File: src/rtl/hazard_controller.sv
// Pipeline hazard controller for a 5-stage MIPS: stalls, redirect flushes, EX forwarding selects.
// Optional performance counters are enabled with `define HAZARD_PERF_CNT_EN.
module hazard_controller #(
    parameter int unsigned STALL_CYCLES = 1,
    parameter int unsigned CNT_W        = 16
) (
    input  logic       clk,
    input  logic       reset,
    input  logic [4:0] id_rs_i,
    input  logic [4:0] id_rt_i,
    input  logic       id_uses_rt_i,
    input  logic [4:0] ex_rs_i,
    input  logic [4:0] ex_rt_i,
    input  logic       ex_mem_read_i,
    input  logic       ex_reg_write_i,
    input  logic [4:0] ex_write_reg_i,
    input  logic       mem_reg_write_i,
    input  logic [4:0] mem_write_reg_i,
    input  logic       wb_reg_write_i,
    input  logic [4:0] wb_write_reg_i,
    input  logic       redirect_i,
    output logic       pc_write_o,
    output logic       if_id_write_o,
    output logic       if_id_flush_o,
    output logic       id_ex_flush_o,
    output logic       ex_mem_flush_o,
    output logic [1:0] fwd_a_sel_o,
    output logic [1:0] fwd_b_sel_o,
    output logic [1:0] state_o
`ifdef HAZARD_PERF_CNT_EN
    ,
    output logic [CNT_W-1:0] stall_cnt_o,
    output logic [CNT_W-1:0] flush_cnt_o
`endif
);

    typedef enum logic [1:0] {RUN = 2'b00, STALL = 2'b01, FLUSH = 2'b10} state_t;

    localparam logic [3:0] STALL_INIT = 4'(STALL_CYCLES - 1);

    if (STALL_CYCLES < 1 || STALL_CYCLES > 15 || CNT_W < 1) begin : g_param_err
        $error("hazard_controller: STALL_CYCLES must be 1..15 and CNT_W >= 1");
    end

    state_t     state, state_nxt;
    logic [3:0] cnt, cnt_nxt;
    logic       lu;

    assign lu = ex_mem_read_i && ex_reg_write_i && (ex_write_reg_i != 5'd0) &&
                ((ex_write_reg_i == id_rs_i) || (id_uses_rt_i && (ex_write_reg_i == id_rt_i)));

    always_ff @(posedge clk) begin
        if (!reset) begin
            state <= RUN;
            cnt   <= 4'd0;
        end else begin
            state <= state_nxt;
            cnt   <= cnt_nxt;
        end
    end

    always_comb begin
        state_nxt = state;
        cnt_nxt   = cnt;
        case (state)
            RUN: begin
                if (redirect_i) begin
                    state_nxt = FLUSH;
                end else if (lu && STALL_CYCLES > 1) begin
                    state_nxt = STALL;
                    cnt_nxt   = STALL_INIT;
                end
            end
            STALL: begin
                if (redirect_i) begin
                    state_nxt = FLUSH;
                    cnt_nxt   = 4'd0;
                end else if (cnt <= 4'd1) begin
                    state_nxt = RUN;
                    cnt_nxt   = 4'd0;
                end else begin
                    cnt_nxt = cnt - 4'd1;
                end
            end
            FLUSH:   state_nxt = RUN;
            default: state_nxt = RUN;
        endcase
    end

    function automatic logic [1:0] fwd_sel(input logic [4:0] src);
        if (mem_reg_write_i && mem_write_reg_i != 5'd0 && mem_write_reg_i == src)
            return 2'b10;
        if (wb_reg_write_i && wb_write_reg_i != 5'd0 && wb_write_reg_i == src)
            return 2'b01;
        return 2'b00;
    endfunction

    // Reset forces the normal-flow pattern regardless of whatever the state register holds.
    always_comb begin
        pc_write_o     = 1'b1;
        if_id_write_o  = 1'b1;
        if_id_flush_o  = 1'b0;
        id_ex_flush_o  = 1'b0;
        ex_mem_flush_o = 1'b0;
        fwd_a_sel_o    = 2'b00;
        fwd_b_sel_o    = 2'b00;
        state_o        = RUN;
        if (reset) begin
            state_o     = state;
            fwd_a_sel_o = fwd_sel(ex_rs_i);
            fwd_b_sel_o = fwd_sel(ex_rt_i);
            case (state)
                RUN, STALL: begin
                    if (redirect_i) begin
                        if_id_flush_o  = 1'b1;
                        id_ex_flush_o  = 1'b1;
                        ex_mem_flush_o = 1'b1;
                    end else if (state == STALL || lu) begin
                        pc_write_o    = 1'b0;
                        if_id_write_o = 1'b0;
                        id_ex_flush_o = 1'b1;
                    end
                end
                default: ;
            endcase
        end
    end

`ifdef HAZARD_PERF_CNT_EN
    logic redirect_acc;
    assign redirect_acc = reset && redirect_i && (state != FLUSH);

    always_ff @(posedge clk) begin
        if (!reset) begin
            stall_cnt_o <= '0;
            flush_cnt_o <= '0;
        end else begin
            if (!pc_write_o && stall_cnt_o != '1)
                stall_cnt_o <= stall_cnt_o + 1'b1;
            if (redirect_acc && flush_cnt_o != '1)
                flush_cnt_o <= flush_cnt_o + 1'b1;
        end
    end
`else
    // Counters excluded from this build.
`endif

endmodule

File: config.mk
export PLATFORM = sky130hd
export DESIGN_NAME = hazard_controller
export DESIGN_NICKNAME = d
export VERILOG_FILES = /design/src/rtl/hazard_controller.sv
export SDC_FILE = /design/constraint.sdc
export NUM_CORES = 1
export LEC_CHECK = 0
export ABC_AREA = 1
export ABC_CLOCK_PERIOD_IN_PS = 1900
export CORE_MARGIN = 2
export CORE_UTILIZATION = 35
export DETAILED_ROUTE_END_ITERATION = 6
export GPL_ROUTABILITY_DRIVEN = 0
export PLACE_DENSITY = 0.86
export SKIP_CTS_REPAIR_TIMING = 1
export SLEW_MARGIN = 10
export SYNTH_ARGS = -nofsm -noshare
export SYNTH_HDL_FRONTEND = slang
export SYNTH_SLANG_ARGS = --single-unit
File: constraint.sdc
create_clock -name clk -period 1.9 [get_ports clk]
set_clock_uncertainty 0.05 [all_clocks]
set_input_delay 0.475 -clock clk [delete_from_list [all_inputs] [get_ports clk]]
set_output_delay 0.475 -clock clk [all_outputs]
set_load 0.05 [all_outputs]
==> summary.txt <==
Setup path
  • Crit path DAT: 1.54 ns
  • CP endpoint kind: primary output
  • Crit start category: primary input
  • Crit Path Max Fanout: 2
  • Setup CP Type: primary input to primary output
  • CP required: 1.37 ns

STA
  • Period utilisation layout: 109%
  • PnR worst setup slack: -0.166 ns
  • Fin Setup TNS: -0.626 ns
  • Final hold slack: 0.636 ns
  • Crit path time final: about 2.1 ns
  • RSZ-0062 raised after global routing: yes
  • Final hold violations: 0
  • # setup viols final: 7
  • Final Slew Violations: 0
  • Peak Freq: about 0.48 GHz

Power
  • VDD IR-drop max: just under 200 uV
  • Clk pwr share: 0%
  • Seq pwr share: roughly 6%
  • Pwr dens: 242 nW/um^2
  • Cell Int Power: a little over 0.2 mW
  • Leak pwr: 0.921 nW
  • Sw Pwr: around 0.19 mW
  • Final Power: between 0.3 and 0.4 mW
  • Sw Ratio: 47.6%
  • Gate power share: 94.0%

Logic synthesis
  • Top cell type's share of synthesized area: 31.8%
  • Area leader, netlist: nand2_1
  • Distinct cells, synth: 14
  • Post-Syn Nets: approximately 190
  • Ys flop type: dfxtp_1
  • Sequential fraction of the synthesis area: slightly below 3%
  • Post-synthesis sequential element count: 1
  • Commonest cells post-synth: 57 x nand2_1, 31 x inv_1, 18 x nor2_1, 11 x xnor2_1, 9 x nand3_1
  • Main area contributors after synthesis: nand2_1 32%, inv_1 17%, xnor2_1 14%, nor2_1 10%, nand3_1 6.7%
  • Asr flop ratio synth: 0%
  • Most frequent cell after synthesis: nand2_1
  • Synth Warn #: 0
  • Mapped Cells: around 150
  • Number of synthesized flops with an enable pin: 0
  • Mapped cell area: 672 um^2
  • Syn avg cell area: 4.63 um^2

Global routing
  • First-pass GRT wire length: 3.50 mm
  • Largest net degree at the start of global routing: 6
  • GRT Overall Usage: 20.7%
  • Remaining global-route overflow: 0
  • Number of global-route vias before repair: about 940
  • Initial antenna violation count: 0

Routing
  • Pre-Repair DR Iteration Count: 4
  • Drt total wl: 3.70 mm
  • Number of routed nets with antenna violations: 0
  • DRC Markers: 0
  • Wirelength per Cell: ~16 um
  • Via count of the routed design: approximately 1200
  • DR iter-0 viols: 27
  • Vias per cell: 5.14

Cells and area
  • Largest register FFs: 1
  • Reg area: 20.0 um^2
  • Post-layout util: 91.9%
  • Fill count: 74
  • Largest register by flop count: state
  • Footprint of the multi-input gates: 722 um^2
  • Final cell count without fillers: 225
  • Layout cells sized above 1: 51.5%
  • Antenna diode count: 0
  • Nets@finish: 245
  • Fin area: 1620 um^2
  • Area grow syn2layout: 141%
  • Top Registers: state: 1 flops

Floorplanning
  • Rows: 15
  • Vert. Die Dim: roughly 48 um
  • Die area: 2290 um^2
  • Placeable Area: about 1800 um^2
  • I/O pins: 54
  • Starting Density: 38.1%
  • Die W: 47.8 um

Placed design
  • Post-DP HPWL: 2.10 mm
  • Place WS: -0.597 ns
  • Port Buf Inserts: 52
  • Post-Place Cells: 223
  • Dpl cell area: 1370 um^2

Run status
  • Failing checks: setup timing
  • Outcome: complete, but fails checks

Min path
  • Hold Crit Class: register to register

CTS
  • Clock transition at path regs: 0 ns
  • Clk Latency, worst-skew pair: 0 ns

Flow run
  • Max cap viols: 0
layout by cell type (no fill, tap or decap):
master,n
buf_6,16
o21ai_1,2
nand4_1,2
inv_8,2
dfxtp_1,1
conb_1,1
nand2_1,43
xnor2_4,3
nand2_2,13
inv_2,11
inv_6,1
inv_1,15
nor3_4,2
o21ai_0,2
nand3b_1,2
nor3_2,2
clkdlybuf4s50_1,1
buf_4,6
o21ai_2,1
nand3_2,4
clkbuf_4,1
inv_4,3
buf_12,12
nor2_1,12
buf_2,1
nor2_2,4
clkbuf_2,8
xnor2_1,2
xnor2_2,6
buf_8,4
nand2_4,1
nand3_1,5
nor2_4,2
dlymetal6s2s_1,9
metal layers:
metal	track usage (%)	vias to the layer above	routed length (um)
met2	43.7	70	1800
li1	-	538	-
met1	20.8	526	1440
met5	0	-	0
met4	4.32	0	181
met3	2.64	22	282
logic make-up (layout without fill, tap and decap cells):
group / Yosys count / count (layout) / synth area share [%]
AND/OR/NAND/NOR: 92 / 92 / 57.2
buffers and inverters: 35 / 90 / 21.2
XOR/XNOR: 11 / 11 / 14.3
AO/OA/AOI/OAI: 5 / 5 / 3.72
other: 1 / 1 / 0.558
flip-flops: 1 / 1 / 2.98
path summary, 6_finish.rpt:
check | cells past startpoint | slack, ns | from | endpoint
max reg2reg | 4 | 1.06 | state[1] | state[1]
min | 4 | 0.64 | state[1] | state[1]
min reg2reg | 4 | 0.64 | state[1] | state[1]
max | 9 | -0.17 | id_rt_i[4] | pc_write_o
worst max-delay path, stage by stage:
cell	delay, ns
clkbuf_2	0.09
inv_1	0.05
nand2_1	0.08
nand2_1	0.08
nor2_1	0.15
nand3_1	0.10
nand2_1	0.11
nand3b_1	0.19
buf_12	0.21
final cells by class:
type | instances | share of cell area (%)
Timing Repair Buffer | 58 | 43.2
Tap cell | 25 | 1.93
Inverter | 32 | 9.10
Multi-Input combinational cell | 109 | 44.5
Sequential cell | 1 | 1.23
power by group through the flow:
stage	Clock, mW	Sequential (mW)	Combinational (mW)
final	0	0.0234	0.368
after global routing	0	0.0237	0.388
after CTS	0	0.0232	0.278
after detailed placement	0	0.0232	0.277
after global placement	0	0.0232	0.269
after floorplan	0	0.0231	0.123
(Power assumes the default switching activity.)
